**src/rtl/chroni_mem_arbiter.sv**
```systemverilog
// Single-port video memory arbiter for chroni: video fetch vs CPU, one access at a time.
// Optional CPU fairness guard enabled by defining CHRONI_ARB_FAIRNESS_EN.
module chroni_mem_arbiter #(
  parameter int ADDR_W       = 13,
  parameter int PAGE_W       = 8,
  parameter int MEM_LAT      = 1,
  parameter int CPU_MAX_WAIT = 8
) (
  input  logic                     sys_clk,
  input  logic                     reset,
  input  logic                     vid_req,
  input  logic [ADDR_W-1:0]        vid_addr,
  input  logic [PAGE_W-1:0]        vid_page,
  output logic                     vid_ack,
  output logic [7:0]               vid_data,
  input  logic                     cpu_req,
  input  logic                     cpu_we,
  input  logic [ADDR_W-1:0]        cpu_addr,
  input  logic [PAGE_W-1:0]        cpu_page,
  input  logic [7:0]               cpu_wdata,
  output logic                     cpu_ack,
  output logic [7:0]               cpu_rdata,
  output logic                     mem_en,
  output logic                     mem_we,
  output logic [PAGE_W+ADDR_W-1:0] mem_addr,
  output logic [7:0]               mem_wdata,
  input  logic [7:0]               mem_rdata,
  output logic                     busy
);

  localparam int MA_W = PAGE_W + ADDR_W;
  // Out-of-range configurations fall back to the minimum read latency.
  localparam bit CFG_OK = (MEM_LAT >= 1) && (MEM_LAT <= 7) &&
                          (CPU_MAX_WAIT >= 1) && (CPU_MAX_WAIT <= 15);
  localparam logic [2:0] LAT_LOAD = CFG_OK ? 3'(MEM_LAT) : 3'd1;

  typedef enum logic {S_IDLE, S_ACCESS} state_t;

  state_t state_q, state_d;
  logic [2:0] lat_cnt_q, lat_cnt_d;

  logic            vid_v_q, vid_v_d;
  logic [MA_W-1:0] vid_ma_q, vid_ma_d;
  logic            cpu_v_q, cpu_v_d;
  logic [MA_W-1:0] cpu_ma_q, cpu_ma_d;
  logic            cpu_we_q, cpu_we_d;
  logic [7:0]      cpu_wd_q, cpu_wd_d;

  logic            mem_en_q, mem_en_d;
  logic            mem_we_q, mem_we_d;
  logic [MA_W-1:0] mem_addr_q, mem_addr_d;
  logic [7:0]      mem_wdata_q, mem_wdata_d;
  logic            vid_ack_q, vid_ack_d;
  logic [7:0]      vid_data_q, vid_data_d;
  logic            cpu_ack_q, cpu_ack_d;
  logic [7:0]      cpu_rdata_q, cpu_rdata_d;
  logic            own_cpu_q, own_cpu_d;
  logic            own_we_q, own_we_d;

  // A strobe is eligible at the edge it arrives, so an idle arbiter grants with no extra cycle.
  logic            vid_pend, cpu_pend;
  logic [MA_W-1:0] vid_ma, cpu_ma;
  logic            cpu_we_eff;
  logic [7:0]      cpu_wd_eff;
  logic            complete, can_grant, grant_vid, grant_cpu, grant_any, fair_trip;

  assign vid_pend   = vid_v_q | vid_req;
  assign vid_ma     = vid_v_q ? vid_ma_q : {vid_page, vid_addr};
  assign cpu_pend   = cpu_v_q | cpu_req;
  assign cpu_ma     = cpu_v_q ? cpu_ma_q : {cpu_page, cpu_addr};
  assign cpu_we_eff = cpu_v_q ? cpu_we_q : cpu_we;
  assign cpu_wd_eff = cpu_v_q ? cpu_wd_q : cpu_wdata;

  assign complete  = (state_q == S_ACCESS) && (lat_cnt_q == 3'd0);
  assign can_grant = (state_q == S_IDLE) || complete;
  assign grant_vid = can_grant & vid_pend & ~(fair_trip & cpu_pend);
  assign grant_cpu = can_grant & cpu_pend & ~grant_vid;
  assign grant_any = grant_vid | grant_cpu;

`ifdef CHRONI_ARB_FAIRNESS_EN
  localparam logic [3:0] WAIT_MAX = 4'(CPU_MAX_WAIT);
  logic [3:0] wait_cnt_q, wait_cnt_d;

  assign fair_trip = (wait_cnt_q == WAIT_MAX);

  always_comb begin
    wait_cnt_d = wait_cnt_q;
    if (!cpu_pend || grant_cpu) begin
      wait_cnt_d = 4'd0;
    end else if (grant_vid) begin
      wait_cnt_d = wait_cnt_q + 4'd1;
    end
  end

  always_ff @(posedge sys_clk) begin
    if (reset) begin
      wait_cnt_q <= 4'd0;
    end else begin
      wait_cnt_q <= wait_cnt_d;
    end
  end
`else
  assign fair_trip = 1'b0;
`endif

  always_comb begin
    state_d   = state_q;
    lat_cnt_d = lat_cnt_q;
    if (grant_any) begin
      state_d   = S_ACCESS;
      lat_cnt_d = LAT_LOAD;
    end else if (complete) begin
      state_d = S_IDLE;
    end else if (state_q == S_ACCESS) begin
      lat_cnt_d = lat_cnt_q - 3'd1;
    end
  end

  always_comb begin
    vid_v_d     = vid_pend & ~grant_vid;
    vid_ma_d    = vid_ma;
    cpu_v_d     = cpu_pend & ~grant_cpu;
    cpu_ma_d    = cpu_ma;
    cpu_we_d    = cpu_we_eff;
    cpu_wd_d    = cpu_wd_eff;
    mem_en_d    = grant_any;
    mem_we_d    = grant_cpu & cpu_we_eff;
    mem_addr_d  = mem_addr_q;
    mem_wdata_d = mem_wdata_q;
    own_cpu_d   = own_cpu_q;
    own_we_d    = own_we_q;
    if (grant_vid) begin
      mem_addr_d = vid_ma;
    end
    if (grant_cpu) begin
      mem_addr_d  = cpu_ma;
      mem_wdata_d = cpu_wd_eff;
    end
    if (grant_any) begin
      own_cpu_d = grant_cpu;
      own_we_d  = grant_cpu & cpu_we_eff;
    end
    vid_ack_d   = complete & ~own_cpu_q;
    cpu_ack_d   = complete & own_cpu_q;
    vid_data_d  = vid_ack_d ? mem_rdata : vid_data_q;
    cpu_rdata_d = (cpu_ack_d && !own_we_q) ? mem_rdata : cpu_rdata_q;
  end

  always_ff @(posedge sys_clk) begin
    if (reset) begin
      state_q     <= S_IDLE;
      lat_cnt_q   <= 3'd0;
      vid_v_q     <= 1'b0;
      vid_ma_q    <= '0;
      cpu_v_q     <= 1'b0;
      cpu_ma_q    <= '0;
      cpu_we_q    <= 1'b0;
      cpu_wd_q    <= 8'd0;
      mem_en_q    <= 1'b0;
      mem_we_q    <= 1'b0;
      mem_addr_q  <= '0;
      mem_wdata_q <= 8'd0;
      vid_ack_q   <= 1'b0;
      vid_data_q  <= 8'd0;
      cpu_ack_q   <= 1'b0;
      cpu_rdata_q <= 8'd0;
      own_cpu_q   <= 1'b0;
      own_we_q    <= 1'b0;
    end else begin
      state_q     <= state_d;
      lat_cnt_q   <= lat_cnt_d;
      vid_v_q     <= vid_v_d;
      vid_ma_q    <= vid_ma_d;
      cpu_v_q     <= cpu_v_d;
      cpu_ma_q    <= cpu_ma_d;
      cpu_we_q    <= cpu_we_d;
      cpu_wd_q    <= cpu_wd_d;
      mem_en_q    <= mem_en_d;
      mem_we_q    <= mem_we_d;
      mem_addr_q  <= mem_addr_d;
      mem_wdata_q <= mem_wdata_d;
      vid_ack_q   <= vid_ack_d;
      vid_data_q  <= vid_data_d;
      cpu_ack_q   <= cpu_ack_d;
      cpu_rdata_q <= cpu_rdata_d;
      own_cpu_q   <= own_cpu_d;
      own_we_q    <= own_we_d;
    end
  end

  assign vid_ack   = vid_ack_q;
  assign vid_data  = vid_data_q;
  assign cpu_ack   = cpu_ack_q;
  assign cpu_rdata = cpu_rdata_q;
  assign mem_en    = mem_en_q;
  assign mem_we    = mem_we_q;
  assign mem_addr  = mem_addr_q;
  assign mem_wdata = mem_wdata_q;
  assign busy      = (state_q == S_ACCESS);

endmodule

```
**config.mk**
```make
export PLATFORM = sky130hd
export DESIGN_NAME = chroni_mem_arbiter
export DESIGN_NICKNAME = d
export VERILOG_FILES = /design/src/rtl/chroni_mem_arbiter.sv
export SDC_FILE = /design/constraint.sdc
export NUM_CORES = 1
export LEC_CHECK = 0
export CAP_MARGIN = 20
export CORE_AREA = 10 10 105 107
export CTS_CLUSTER_DIAMETER = 80
export DETAILED_ROUTE_END_ITERATION = 7
export DIE_AREA = 0 0 115 117
export GPL_TIMING_DRIVEN = 0
export PLACE_DENSITY = 0.75
export SLEW_MARGIN = 20
export SYNTH_ARGS = -nofsm -noshare
export SYNTH_HDL_FRONTEND = slang
export SYNTH_SLANG_ARGS = --single-unit
```
**constraint.sdc**
```tcl
create_clock -name sys_clk -period 4.2 [get_ports sys_clk]
set_input_delay 0.84 -clock sys_clk [delete_from_list [all_inputs] [get_ports sys_clk]]
set_output_delay 0.84 -clock sys_clk [all_outputs]
set_load 0.05 [all_outputs]
```
After elaboration in Yosys (flattened, before gate mapping)
Index checks and enable logic that the tools add are counted.
- output and inout bits: 50
- flip-flop bits (word level): 108
- input port bits: 63
- word-level logic and storage cells: 59
- reductions and logical operators: 11
- add/subtract/negate cells: 1
- equality and inequality tests: 1
- multiplexer cells: 11
- bitwise logic cells: 16
- operator list (kind ; number):
    $mux W21 ; 4
    $and A1 B1 Y1 ; 8
    $mux W8 ; 1
    $mux W1 ; 6
    $reduce_bool A2 Y1 ; 3
    $not A1 Y1 ; 5
    $reduce_and A2 Y1 ; 2
    $logic_not A3 Y1 ; 1
    $or A1 B1 Y1 ; 3
    $sub A3 B1 Y3 const B ; 1
    $logic_and A1 B1 Y1 ; 2
    $ne A2 B1 Y1 const B ; 1
    $reduce_or A2 Y1 ; 1
    $logic_not A1 Y1 ; 1
    $logic_or A1 B1 Y1 ; 1

Logic depth before layout (Yosys ltp)
- word-level depth: 9
- mapped depth: 8
- depth with buffers taken out: 6

Worst setup path after synthesis
OpenSTA, ideal clock, no wires.
- path kind: input-to-reg
- from: input vid_req
- to: register mem_addr_q[12], in the netlist mem_addr[12]
- setup slack: 2.236 ns
- library setup time: 0.117 ns
- arrival: 1.847 ns
- path buffers: 2
- stages on the path: 6
- required time: 4.083 ns
- path through: nor2_1 a22oi_1 and2_1 buf_2 buf_2 a32o_1
- cells in the longest elaborated chain, start to end: 5
- elaborated cells between the ends (all ways): 6
- those cells by class: mux (1); bitwise (4); reduce/logical (1)
- ends and longest elaborated chain (what ; line ; RTL):
    start: declaration ; 11 ; input logic vid_req,
    $or A1 B1 Y1 * ; 67 ; assign vid_pend = vid_v_q | vid_req;
    $and A1 B1 Y1 * ; 76 ; assign grant_vid = can_grant & vid_pend & ~(fair_trip & cpu_pend);
    $not A1 Y1 ; 77 ; assign grant_cpu = can_grant & cpu_pend & ~grant_vid;
    $and A1 B1 Y1 ; 77 ;
    $mux W21 / $reduce_bool A2 Y1 (equally long branches) ; n/a ;
    end signal: assignment ; 180 ; mem_addr_q <= mem_addr_d;
    end: declaration ; 51 ; logic [MA_W-1:0] mem_addr_q, mem_addr_d;
Every way passes the cells marked *; elsewhere a longest branch is shown, timed or not.
A chain may end at the register's enable or synchronous reset.

Worst setup path in the final report
- from: register state_q, in the netlist busy
- to: output busy
- RTL lines (what ; line ; RTL):
    start: declaration ; 39 ; state_t state_q, state_d;
    start signal: assignment ; 170 ; state_q <= state_d;
    end: declaration ; 28 ; output logic busy
No word-level cell between the ends.

==> flow_summary_export.csv <==
group,metric,value,unit
worst_setup_path,cp_cell_sequence,"clkdlybuf4s50_1",
placement,dpl_cell_area,5180,um^2
yosys,syn_area,3920,um^2
finish,drive_above_1_share,0.06836,
timing,min_period_over_period,0.6199,
worst_setup_path,endpoint,"busy",
finish,layout_commonest_cell,"clkdlybuf4s50_1",
power,p_per_area,478.8,nW/um^2
timing,rsz0062_at_grt,"false",
power,leakagePower,2.110,nW
worst_setup_path,crit_type,"flop to output port",
floorplan,dieHeight,117,um
floorplan,die_width,115,um
clocking,clk_pin_slew,0.09,ns
clocking,cts_setup_buffers,0,
yosys,synth-compound-area-share,0.1053,
yosys,syn_nets,451,
worst_setup_path,slowest_stage,"clkdlybuf4s50_1",
finish,nets,574,
finish,fillers,783,
min_path,hold_depth,2,
global_routing,overflow,0,
timing,setup_viol,0,
power,clkPwrFrac,0.279,
clocking,numClockSinks,108,
detailed_routing,ant_nets,0,
floorplan,dieArea,13460,um^2
finish,final_cell_mix,"clkdlybuf4s50_1, dfxtp_1, nor2_1",
detailed_routing,vias_per_cell,5.043,
worst_setup_path,crit_start,"busy",
clocking,clock_path_buffers,2,
detailed_routing,drcViolationCount,0,
worst_setup_path,crit_family,"buffers and inverters",
yosys,synth.area.top_cells,"dfxtp_1, mux2i_1, nor2_1, nand2_1, a32o_1",
worst_setup_path,path_depth,1,
yosys,synthArstFlopShare,0,
worst_setup_path,regToRegSetupSlack,2.18,ns
clocking,cts_resized,0,
yosys,yosys.cell_types.count,30,
timing,worst_slew_pin_slew,0.6018,ns
timing,maxSlewHeadroom,0.5988,
power,p_int,1.788,mW
status,outcome,"finished clean",
finish,fin_util,0.5993,
finish,finalInstanceArea,5406,um^2
placement,dp_slack,1.418,ns
detailed_routing,wl_per_cell,16.32,um
timing,finClkSkew,0.009905,ns
min_path,min_path_type,"flop to flop",
yosys,synth_edf_count,0,
timing,fin_setup_tns,0,ns
clocking,cts_root_buffer,"clkbuf_8",
worst_setup_path,worst-path-buf-inv,1,
clocking,cts_inserted_buffers,9,
power,finalPower,2.589,mW
finish,syn2layout_area_growth,37.92,%
worst_setup_path,rr_worst_depth,7,
floorplan,design.core.area,9021,um^2
placement,dp_hpwl,7855,um
yosys,synth_top_family_by_area,"multiplexers",
timing,layout_setup_ws,1.596,ns
global_routing,first_global_vias,3258,
clocking,htreeDepth,3,
placement,io_buffer_count,112,
clocking,hold_buffers,0,
worst_setup_path,required,3.36,ns
yosys,synth_seq_area_share,0.5515,
global_routing,grt_max_degree,17,
worst_setup_path,cp-end-kind,"output port",
worst_setup_path,crit_arrival,1.76,ns
worst_setup_path,r2r_end,"mem_addr[13]",
worst_setup_path,path_max_fanout,9,
worst_setup_path,slowest_delay,0.88,ns
yosys,synth_ff_type,"dfxtp_1",
global_routing,antenna_found_initial,0,
yosys,synthMuxAreaShare,0.1507,
detailed_routing,vias,3142,
floorplan,row_count,35,
job,drv_cap,0,
timing,finalHoldViolCount,0,
yosys,synth-adder-area-share,0.006384,
global_routing,gr-usage-all-layers,0.1478,
yosys,synthCells,386,
yosys,yosys_warnings,0,
yosys,synth_simple_gate_area_share,0.1449,
global_routing,grt_first_pass_wirelength,15980,um
min_path,hold_start,"vid_data[1]",
timing,maxSlewViolCount,0,
timing,fmax,384.1,MHz
yosys,synth_top_cell_by_area,"dfxtp_1",
placement,gp_congestion,0.7977,
power,pwr-share-comb,0.268,
yosys,synth_xor_area_frac,0.002234,
power,power.switching,0.8007,mW
yosys,synth_top_area_share,0.5515,
detailed_routing,dr.pass1.iters,4,
timing,period_needed,2.604,ns
power,ir_drop,0.2168,mV
floorplan,ioPinCount,113,
worst_setup_path,cp-start-kind,"flop",
clocking,cts_tree,"yes",
power,sw_frac_of_total,0.3093,
yosys,synth.avg_cell_area,10.16,um^2
yosys,synth-seq-cells,108,
worst_setup_path,r2r-start,"lat_cnt_q[0]",
detailed_routing,drt-initial-drc-count,107,
power,seqPwrFrac,0.453,
finish,insertedDiodeCount,0,
detailed_routing,wl,10170,um
floorplan,start_util,0.4345,
clocking,insertion_delay,0.36,ns
-- how the worst min path moves through the flow --
stage / endpoint
2_1_floorplan: own_we_q
3_3_place_gp: vid_data[5]
3_5_place_dp: vid_data[1]
4_1_cts: vid_data[1]
5_1_grt: vid_data[0]
6_report: vid_data[1]
-- sequential cells by signal, indices dropped and copies added (netlist names) --
| name | flops |
|---|---|
| cpu_ma_q | 21 |
| own_cpu_q | 1 |
| busy | 1 |
| lat_cnt_q | 3 |
| mem_addr | 21 |
| vid_ma_q | 21 |
| cpu_rdata | 8 |
| cpu_ack | 1 |
| mem_en | 1 |
| cpu_wd_q | 8 |
| cpu_we_q | 1 |
| mem_we | 1 |
| vid_ack | 1 |
| mem_wdata | 8 |
| cpu_v_q | 1 |
| vid_v_q | 1 |
| vid_data | 8 |
| own_we_q | 1 |
-- power groups by stage --
stage | combinational [mW] | sequential, mW | clock (mW)
2_1_floorplan | 0.250 | 1.39 | 0
3_3_place_gp | 0.692 | 1.19 | 0
3_5_place_dp | 0.700 | 1.20 | 0
4_1_cts | 0.702 | 1.17 | 0.730
5_1_grt | 0.744 | 1.18 | 0.764
6_report | 0.694 | 1.17 | 0.723
-- metal layers --
layer  track usage  share of wire
met4       0.05198          0.014
met5             0              0
met2        0.2553           0.49
met1        0.1715           0.42
met3       0.04077          0.073
-- cell usage after synthesis, drive strengths merged (3+ instances only) --
master	count
a21oi	9
mux2i	59
clkbuf	7
a32o	21
inv	3
nor2	69
dfxtp	108
o22a	8
nand2	60
nor3	5
buf	20
-- cell families (layout without fill, tap and decap cells) --
| kind of cell | count (synthesis) | count (layout) |
|---|---|---|
| XOR/XNOR | 1 | 1 |
| AND/OR/NAND/NOR | 140 | 140 |
| multiplexers | 59 | 59 |
| flip-flops | 108 | 108 |
| buffers and inverters | 30 | 156 |
| adder cells (fa/ha/maj) | 2 | 2 |
| AO/OA/AOI/OAI | 46 | 46 |
-- layout make-up --
| class | count | area, um^2 | area share |
|---|---|---|---|
| plain buffers | 27 | 141.4 | 0.02615 |
| clock buffers | 9 | 123.9 | 0.02291 |
| clock inverters | 5 | 102.6 | 0.01898 |
| inverters | 3 | 11.26 | 0.002083 |
| multi-input cells | 248 | 1605 | 0.2969 |
| flip-flops and latches | 108 | 2162 | 0.3999 |
| well taps | 111 | 138.9 | 0.02569 |
| repair buffers | 112 | 1121 | 0.2074 |
-- metrics by stage --
stage / cells / hold slack, ns
CTS: 623 / 0.4625
global route: 623 / 0.4888
finish: 623 / 0.4616
floorplan: 386 / 0.4475
global placement: 609 / 0.4441
detailed placement: 609 / 0.4497
Power figures use the tool's default switching activity.
